File: config.mk
export PLATFORM = sky130hd
export DESIGN_NAME = xoodyak_out_serializer
export DESIGN_NICKNAME = d
export VERILOG_FILES = /design/src/rtl/xoodyak_out_serializer.sv
export SDC_FILE = /design/constraint.sdc
export NUM_CORES = 1
export LEC_CHECK = 0
export CAP_MARGIN = 20
export CORE_MARGIN = 8
export CORE_UTILIZATION = 48
export DETAILED_ROUTE_END_ITERATION = 8
export PLACE_DENSITY = 0.78
export SETUP_SLACK_MARGIN = 0.2
export SYNTH_ARGS = -nofsm -noshare
export SYNTH_HDL_FRONTEND = slang
export SYNTH_SLANG_ARGS = --single-unit
File: constraint.sdc
create_clock -name eph1 -period 11.65 [get_ports eph1]
set_clock_uncertainty 0.15 [all_clocks]
set_input_delay 1.7475 -clock eph1 [delete_from_list [all_inputs] [get_ports eph1]]
set_output_delay 1.7475 -clock eph1 [all_outputs]
set_load 0.02 [all_outputs]
File: src/rtl/xoodyak_out_serializer.sv
// Xoodyak result unloader: captures the core's text/tag on sqzdone and streams
// them out as WORD_W-bit words (text LSW first, then tag) over valid/ready.
module xoodyak_out_serializer #(
    parameter int unsigned WORD_W = 32,
    parameter int unsigned TEXT_W = 192,
    parameter int unsigned TAG_W  = 128
) (
    input  logic                eph1,
    input  logic                reset,
    input  logic                sqzdone,
    input  logic [TEXT_W-1:0]   textout,
    input  logic [TAG_W-1:0]    authdata,
    input  logic                verify,
    input  logic                opmode,
    input  logic                dout_ready,
    output logic                dout_valid,
    output logic [WORD_W-1:0]   dout_data,
    output logic                dout_last,
    output logic                dout_tag,
    output logic                rslt_verify,
    output logic                rslt_opmode,
    output logic                busy,
    output logic                overrun
);

    localparam int unsigned SH_W       = TEXT_W + TAG_W;
    localparam int unsigned NWORDS     = SH_W / WORD_W;
    localparam int unsigned TEXT_WORDS = TEXT_W / WORD_W;
    localparam int unsigned CNT_W      = (NWORDS > 1) ? $clog2(NWORDS) : 1;

    typedef enum logic {
        S_IDLE   = 1'b0,
        S_STREAM = 1'b1
    } state_t;

    state_t            r_state, w_state_nxt;
    logic [SH_W-1:0]   r_shreg, w_shreg_nxt;
    logic [CNT_W-1:0]  r_count, w_count_nxt;
    logic              r_verify, w_verify_nxt;
    logic              r_opmode, w_opmode_nxt;
    logic              r_overrun, w_overrun_nxt;

    logic              w_xfer;
    logic              w_last;
    logic              w_capture;

    assign w_last    = (r_count == CNT_W'(NWORDS - 1));
    assign w_xfer    = (r_state == S_STREAM) && dout_ready;
    // A pulse is only accepted when idle or when it lands on the final transfer.
    assign w_capture = sqzdone && ((r_state == S_IDLE) || (w_xfer && w_last));

    always_ff @(posedge eph1 or posedge reset) begin
        if (reset) begin
            r_state   <= S_IDLE;
            r_shreg   <= '0;
            r_count   <= '0;
            r_verify  <= 1'b0;
            r_opmode  <= 1'b0;
            r_overrun <= 1'b0;
        end else begin
            r_state   <= w_state_nxt;
            r_shreg   <= w_shreg_nxt;
            r_count   <= w_count_nxt;
            r_verify  <= w_verify_nxt;
            r_opmode  <= w_opmode_nxt;
            r_overrun <= w_overrun_nxt;
        end
    end

    always_comb begin
        w_state_nxt   = r_state;
        w_shreg_nxt   = r_shreg;
        w_count_nxt   = r_count;
        w_verify_nxt  = r_verify;
        w_opmode_nxt  = r_opmode;
        w_overrun_nxt = r_overrun;

        case (r_state)
            S_IDLE: begin
                if (sqzdone) begin
                    w_state_nxt = S_STREAM;
                end
            end
            S_STREAM: begin
                if (w_xfer) begin
                    w_shreg_nxt = r_shreg >> WORD_W;
                    w_count_nxt = r_count + CNT_W'(1);
                    if (w_last) begin
                        w_count_nxt = '0;
                        w_state_nxt = S_IDLE;
                    end
                end
            end
        endcase

        if (w_capture) begin
            w_shreg_nxt  = {authdata, textout};
            w_count_nxt  = '0;
            w_verify_nxt = verify;
            w_opmode_nxt = opmode;
            w_state_nxt  = S_STREAM;
        end else if (sqzdone) begin
            w_overrun_nxt = 1'b1;
        end
    end

    assign dout_valid  = (r_state == S_STREAM);
    assign busy        = (r_state == S_STREAM);
    assign dout_data   = r_shreg[WORD_W-1:0];
    assign dout_last   = (r_state == S_STREAM) && w_last;
    assign dout_tag    = (r_count >= CNT_W'(TEXT_WORDS));
    assign rslt_verify = r_verify;
    assign rslt_opmode = r_opmode;
    assign overrun     = r_overrun;

endmodule
==> flow_summary.json, run 1 <==
{
  "tns_ps": 0,
  "post_cts_buffers": 0,
  "synth-seq-area-share": 0.433,
  "grt_pass1_vias": 17000,
  "core-area_um2": 38800,
  "place_congestion": 0.854,
  "mostFrequentLayoutCell": "clkdlybuf4s50_1",
  "timing.hold.ws_ps": 340,
  "min_path_type": "reg2reg",
  "fin_nets": 2386,
  "drive_gt1_frac": 0.0488,
  "die-area_um2": 46100,
  "detail-route-antenna-nets": 0,
  "irDropWorstVdd_v": 0.000145,
  "cts_max_path_buffers": 3,
  "critPathKind": "in2reg",
  "setup_violations": 0,
  "relSlewSlack": 0.240,
  "critical_path.max_stage_delay_ps": 810,
  "place_hpwl_mm": 43.4,
  "arrival_ps": 4650,
  "most-common-layout-cells": "clkdlybuf4s50_1, dfrtp_1, nor3_1, nor2_1",
  "drtPass1Iterations": 5,
  "netlist_instances": 1883,
  "synth_nets": 2209,
  "syn_area_um2": 18900,
  "internal_power_mw": 3.25,
  "wl_per_cell_um": 25.2,
  "fin_crit_sh": 0.379,
  "post_dp_cell_area_um2": 22100,
  "port_buffers": 364,
  "io_pins": 365,
  "synth_cell_types": 38,
  "power_switching_mw": 1.75,
  "die_h_um": 215,
  "routed_wl_mm": 65.9,
  "area_delta_synth_final_pct": 24.0,
  "grt_usage": 0.273,
  "cp.required_ps": 11880,
  "start_kind": "input pin",
  "r2r-start": "busy",
  "grt-ovfl-total": 0,
  "htreeDepth": 2,
  "p_leak_nw": 9.08,
  "syn_area_per_cell_um2": 10.1,
  "pwr-share-clk": 0.252,
  "clock_latency_ps": 540,
  "cts_tree": "built",
  "slowest_stage": "buf_4",
  "stdcell_area_um2": 23500,
  "antenna_found_initial": 20,
  "synth_edf_count": 0,
  "grt_max_degree": 165,
  "cts_hold_buf": 0,
  "rows": 72,
  "grt_pass1_wl_mm": 102,
  "fmax_mhz": 226,
  "drtIter0Drc": 2058,
  "clk_pin_slew_ps": 60,
  "numCtsBuffers": 39,
  "worst_pin_slew_ps": 1140,
  "final_cells": 2619,
  "p_sw_frac": 0.350,
  "period_needed_ps": 4420,
  "ys_warn_count": 0,
  "synthFlopType": "dfrtp_1",
  "dp.cells": 2534,
  "cellPowerDensity_nw_per_um2": 213,
  "worstPathMaxFanout": 93,
  "comb_power_share": 0.330,
  "crit_start": "sqzdone",
  "status": "complete, no violations",
  "drv_cap": 0,
  "start_util": 0.488,
  "async_flop_share": 1.00,
  "num_vias": 17300,
  "hold_viol_final": 0,
  "setup.worst_path.end_class": "register",
  "p_seq_frac": 0.418,
  "crit_chain": "clkbuf_8, buf_4, nand2b_2, buf_16, o22ai_1, a2111oi_0",
  "cts_resized": 0,
  "hold_start": "rslt_opmode",
  "rsz0062_at_grt": "no",
  "nFillCells": 3196,
  "drc_errors": 0,
  "ys_ff_latch": 328,
  "fp.dieW_um": 215,
  "cts_sinks": 328,
  "slew_viol_final": 0,
  "clock-root-buffer": "clkbuf_16",
  "routed_via_density": 6.59
}
[power by group through the flow]
stage	sequential, mW	clock (mW)	combinational, mW
6_report	2.09	1.26	1.65
5_1_grt	2.14	1.32	1.81
4_1_cts	2.08	1.28	1.65
3_5_place_dp	2.10	0	1.64
3_3_place_gp	2.08	0	1.58
2_1_floorplan	1.88	0	1.29
[registers in the layout, indices dropped and copies added, names as in the netlist]
signal	count
busy	1
overrun	1
r_count	4
r_shreg	320
rslt_opmode	1
rslt_verify	1
[cells by family (layout without fill, tap and decap cells)]
group	Yosys count	count (layout)	synth area share
AO/OA/AOI/OAI	743	743	0.354
other	0	12	0
AND/OR/NAND/NOR	472	472	0.118
XOR/XNOR	1	1	0.000462
multiplexers	3	3	0.00178
flip-flops	328	328	0.433
buffers and inverters	336	542	0.0924
[final timing paths]
| path | endpoint | cells past startpoint | slack [ps] |
|---|---|---|---|
| min reg2reg | rslt_opmode | 1 | 340 |
| max reg2reg | r_shreg[196] | 5 | 7610 |
| max | r_shreg[282] | 6 | 7230 |
| max in group asynchronous | busy | 4 | 7280 |
| min in group asynchronous | r_shreg[229] | 2 | 1600 |
| min | rslt_opmode | 1 | 340 |
[stage by stage]
step | worst slack [ps] | utilization | power [mW]
after floorplan | 669 | - | 3.17
after global placement | 6600 | 0.568 | 3.66
after detailed placement | 6580 | 0.569 | 3.74
after CTS | 6710 | 0.603 | 5.00
after global routing | 6800 | 0.605 | 5.27
final | 7230 | 0.605 | 5.00
[synth_stat cells, types with 41 or more instances]
master	n	share of area
buf_4	41	0.016
o221a_1	164	0.097
a211oi_1	124	0.049
nor2_1	166	0.033
dfrtp_1	328	0.43
nor2b_1	43	0.014
a211o_1	133	0.061
clkbuf_1	107	0.021
buf_2	52	0.014
inv_1	85	0.017
o22a_1	164	0.076
nor3_1	248	0.066
[critical path: cells and delay by family]
| family | cells | cell delay (ps) |
|---|---|---|
| and+or+nand+nor | 1 | 720 |
| AOI/OAI and AO/OA | 2 | 650 |
| buffers and inverters | 3 | 1410 |
[metal layers]
layer,GRT usage,vias to the layer above,routed length [µm]
met2,0.425,736,30800
met1,0.362,8635,27300
met4,0.104,18,2280
met5,0,-,117
li1,-,7764,-
met3,0.0701,115,5410
[cell type report]
cell class                 instances  area, µm²  area share
multi-input combinational       1219       9070       0.386
sequential                       328       8210       0.349
timing repair buffer             387       3890       0.165
clock buffer                      56       1150      0.0490
tap                              518        648      0.0276
inverter                          85        327      0.0139
clock inverter                    14        170     0.00724
antenna                           12       30.0     0.00128
(Power assumes the default switching activity.)
==> inputs of run 2 (changes only) <==
- CORE_UTILIZATION: 48 -> 50
- PLACE_DENSITY: 0.78 -> 0.77
- clock period: 11.65 -> 4.25 ns (I/O delays scaled with it)
==> run 2 against run 1 <==
  * Register-to-register slack worse by 6500 ps
  * Global-route usage is 0.68 points higher
  * Critical path depth is 4 lower
  * Clock power grew to 2.7 times the previous value
  * Combinational power grew to 2.7 times the previous value
  * Die area is 3.7% lower
  * First-iteration DRC count is 9.3% lower
  * Sequential power grew to 2.7 times the previous value
  * Hold slack worse by 36 ps
  * Final cell count is 0.15% higher
  * Critical endpoint is now busy
  * Largest cell class unchanged
==> flow_summary.json, run 2 (synthesized netlist as in run 1, its figures left out) <==
{
  "dp.cells": 2531,
  "irDropWorstVdd_v": 0.000339,
  "core-area_um2": 37500,
  "period_needed_ps": 3230,
  "final_cells": 2623,
  "fmax_mhz": 310,
  "rows": 71,
  "fp.dieW_um": 211,
  "cts_sinks": 328,
  "drv_cap": 0,
  "rsz0062_at_grt": "no",
  "drc_errors": 0,
  "slew_viol_final": 0,
  "io_pins": 365,
  "cts_hold_buf": 0,
  "routed_via_density": 6.64,
  "die_h_um": 211,
  "die-area_um2": 44400,
  "min_path_type": "reg2reg",
  "hold_viol_final": 0,
  "start_kind": "register",
  "wl_per_cell_um": 24.6,
  "timing.hold.ws_ps": 304,
  "worstPathMaxFanout": 43,
  "cellPowerDensity_nw_per_um2": 579,
  "drtIter0Drc": 1867,
  "start_util": 0.505,
  "nFillCells": 3112,
  "largestRegisters": "r_shreg (320), r_count (4)",
  "fin_util": 0.629,
  "clock_latency_ps": 520,
  "grt-ovfl-total": 0,
  "mostFrequentLayoutCell": "clkdlybuf4s50_1",
  "grt_usage": 0.280,
  "post_dp_cell_area_um2": 22200,
  "cts_max_path_buffers": 3,
  "cp.required_ps": 3460,
  "grt_pass1_wl_mm": 100,
  "num_vias": 17400,
  "routed_wl_mm": 64.6,
  "p_leak_nw": 9.09,
  "arrival_ps": 2440,
  "tns_ps": 0,
  "port_buffers": 364,
  "place_congestion": 0.863,
  "detail-route-antenna-nets": 0,
  "largest_reg_flops": 320,
  "numCtsBuffers": 39,
  "drtPass1Iterations": 5,
  "clk_pin_slew_ps": 60,
  "antenna_found_initial": 32,
  "setup_violations": 0,
  "grt_max_degree": 198,
  "critPathKind": "reg2out",
  "drive_gt1_frac": 0.0479,
  "setup.worst_path.end_class": "primary output",
  "worst_pin_slew_ps": 1130,
  "stdcell_area_um2": 23600,
  "fin_crit_sh": 0.759,
  "cts_tree": "built",
  "max_flop_register": "r_shreg",
  "clock-root-buffer": "clkbuf_16",
  "htreeDepth": 2,
  "most-common-layout-cells": "clkdlybuf4s50_1, dfrtp_1, nor3_1, nor2_1",
  "area_delta_synth_final_pct": 24.5,
  "cts_resized": 0,
  "grt_pass1_vias": 17100,
  "post_cts_buffers": 0,
  "relSlewSlack": 0.247,
  "place_hpwl_mm": 42.5,
  "fin_nets": 2387,
  "status": "complete, no violations"
}
## run 2: final timing paths
check	depth (start not counted)	end	slack (ps)	from
setup reg to reg	5	r_shreg[232]	1150	r_count[0]
min in group asynchronous	2	r_shreg[235]	350	reset
hold / removal	1	overrun	300	overrun
setup / recovery	2	busy	1020	busy
max in group asynchronous	3	r_shreg[6]	2530	reset
hold reg to reg	1	overrun	300	overrun
## run 2: layout make-up
type / count / area, µm² / area share
inverters: 85 / 323 / 0.0137
repair buffers: 388 / 3970 / 0.168
flip-flops and latches: 328 / 8210 / 0.348
clock inverters: 10 / 143 / 0.00605
diodes: 23 / 57.6 / 0.00244
clock buffers: 59 / 1170 / 0.0497
well taps: 511 / 639 / 0.0271
multi-input cells: 1219 / 9070 / 0.385
## run 2: routing by layer
metal | global-route usage | up-vias | wire length [µm]
met3 | 0.0773 | 157 | 5620
met1 | 0.362 | 8663 | 26000
met4 | 0.135 | 22 | 2990
li1 | - | 7784 | -
met2 | 0.430 | 789 | 29900
met5 | 0 | - | 138
## run 2: through the flow
stage | setup slack, ps | power [mW]
after floorplan | -916 | 8.69
after global placement | 1360 | 10.0
after detailed placement | 1270 | 10.2
after CTS | 975 | 13.7
after global routing | 925 | 14.4
final | 1020 | 13.7
## run 2: power breakdown
group | leakage, nW | internal, mW | switching (mW) | total (mW)
logic | 4.70 | 2.42 | 2.11 | 4.53
registers | 3.75 | 4.43 | 1.28 | 5.71
clock network | 0.645 | 2.09 | 1.34 | 3.42
## run 2: worst max-delay path: stages, from the launching register on
cell and delay (ps):
dfrtp_4 780, buf_4 450, clkdlybuf4s50_1 690
==> inputs of run 3 (changes only) <==
- CORE_UTILIZATION: 50 -> 48
- PLACE_DENSITY: 0.77 -> 0.78
- clock period: 4.25 -> 2.9 ns (I/O delays scaled with it)
==> run 3 against run 2 <==
  * First-iteration DRC count decreased by 1.1%
  * Critical path depth did not move
  * Setup slack lost 520 ps
  * Sequential cell count stayed put
  * Critical path type unchanged
==> flow_summary.json, run 3 (synthesized netlist as in run 1, its figures left out) <==
{
  "start_kind": "register",
  "wl_per_cell_um": 24.5,
  "port_buffers": 364,
  "io_pins": 365,
  "most-common-layout-cells": "clkdlybuf4s50_1, dfrtp_1, nor3_1, nor2_1",
  "mostFrequentLayoutCell": "clkdlybuf4s50_1",
  "rsz0062_at_grt": "no",
  "hold_viol_final": 0,
  "worstPathMaxFanout": 8,
  "drv_cap": 0,
  "htreeDepth": 2,
  "crit_chain": "a21o_1, clkdlybuf4s50_1",
  "p_sw_frac": 0.347,
  "use_met3": 0.0779,
  "pwr-share-clk": 0.239,
  "die_h_um": 215,
  "post_cts_buffers": 0,
  "irDropWorstVdd_v": 0.000442,
  "num_vias": 17400,
  "worst_pin_slew_ps": 1160,
  "p_seq_frac": 0.422,
  "drtIter0Drc": 1847,
  "drive_gt1_frac": 0.0524,
  "grt.busiest_layer": "met2",
  "cts_tree": "built",
  "drtPass1Iterations": 7,
  "comb_power_share": 0.339,
  "cts_max_path_buffers": 3,
  "power_switching_mw": 6.88,
  "clock_latency_ps": 540,
  "fin_nets": 2404,
  "dp.cells": 2556,
  "antenna_found_initial": 23,
  "p_leak_nw": 9.18,
  "rows": 72,
  "setup_violations": 0,
  "grt_use_met1": 0.346,
  "routed_wl_mm": 64.6,
  "die-area_um2": 46100,
  "final_cells": 2631,
  "place_congestion": 0.853,
  "critPathKind": "reg2out",
  "max_flop_register": "r_shreg",
  "largestRegisters": "r_shreg (320), r_count (4)",
  "grt_pass1_wl_mm": 101,
  "arrival_ps": 1820,
  "status": "complete, no violations",
  "grt_pass1_vias": 17200,
  "grt_max_degree": 175,
  "grt-ovfl-total": 0,
  "relSlewSlack": 0.229,
  "start_util": 0.488,
  "cp_num_cells": 2,
  "setup.worst_path.end_class": "primary output",
  "core-area_um2": 38800,
  "timing.hold.ws_ps": 191,
  "fmax_mhz": 416,
  "clock-root-buffer": "clkbuf_16",
  "detail-route-antenna-nets": 0,
  "grt_usage": 0.269,
  "finalPower_mw": 19.8,
  "cellPowerDensity_nw_per_um2": 837,
  "path_buf_inv": 1,
  "period_needed_ps": 2400,
  "routed_via_density": 6.61,
  "path_delay_family": "buffers and inverters",
  "drc_errors": 0,
  "cts_sinks": 328,
  "area_delta_synth_final_pct": 25.1,
  "fp.dieW_um": 215,
  "tns_ps": 0,
  "largest_reg_flops": 320,
  "critical_path.max_stage_delay_ps": 600,
  "min_path_type": "in2reg",
  "cts_resized": 0,
  "internal_power_mw": 12.9,
  "cp.required_ps": 2320,
  "reg2reg_depth": 5,
  "slew_viol_final": 0,
  "slowest_stage": "clkdlybuf4s50_1",
  "grt_util_met2": 0.419,
  "hold_depth": 3,
  "place_hpwl_mm": 44.1,
  "fin_crit_sh": 0.828,
  "cts_hold_buf": 0,
  "numCtsBuffers": 38,
  "clk_pin_slew_ps": 60
}
run 3: cell count changes in the layout (fill, tap and decap cells not counted), sizes merged:
cell,before,now
buf,25,43
clkinv,5,3
clkbuf,60,54
dlymetal6s2s,0,1
diode,23,14
clkdlybuf4s50,362,361
run 3: stage by stage:
step | utilization | worst slack, ps | area [µm²]
after floorplan | - | -2060 | 18900
after global placement | 0.579 | 638 | 22500
after detailed placement | 0.579 | 577 | 22500
after CTS | 0.610 | 253 | 23700
after global routing | 0.610 | 328 | 23700
final | 0.610 | 498 | 23700
run 3: layout make-up:
cell class                 count  area (µm²)
tap                          518         648
inverter                      85         323
timing repair buffer         406        4200
clock buffer                  53        1080
multi-input combinational   1219        9080
fill                        3185       15100
antenna                       14        35.0
clock inverter                 8         121
sequential                   328        8210
run 3: power groups by stage:
stage | clock network (mW) | logic, mW | registers, mW
floorplan | 0 | 5.20 | 7.54
global placement | 0 | 6.46 | 8.32
detailed placement | 0 | 6.70 | 8.40
CTS | 4.79 | 6.74 | 8.33
global route | 4.99 | 7.35 | 8.56
finish | 4.74 | 6.72 | 8.37
run 3: final timing paths:
check                      slack (ps)            to       start
max                               500      dout_tag  r_count[1]
min                               190    r_count[2]  dout_ready
max reg2reg                       550   r_shreg[28]  r_count[1]
min reg2reg                       300       overrun     overrun
max in group asynchronous        1670   r_shreg[53]       reset
min in group asynchronous         250  r_shreg[229]       reset
run 3: metal layers:
metal | part of all wire | vias up | routed length, µm
li1 | - | 7800 | -
met1 | 0.40 | 8587 | 25600
met2 | 0.46 | 830 | 29800
met3 | 0.095 | 154 | 6130
met4 | 0.045 | 28 | 2880
met5 | 0.0027 | - | 172
run 3: tightest hold or removal path: stages:
cell and delay, ps:
buf_6 170, nand4_1 130, o21ai_0 80
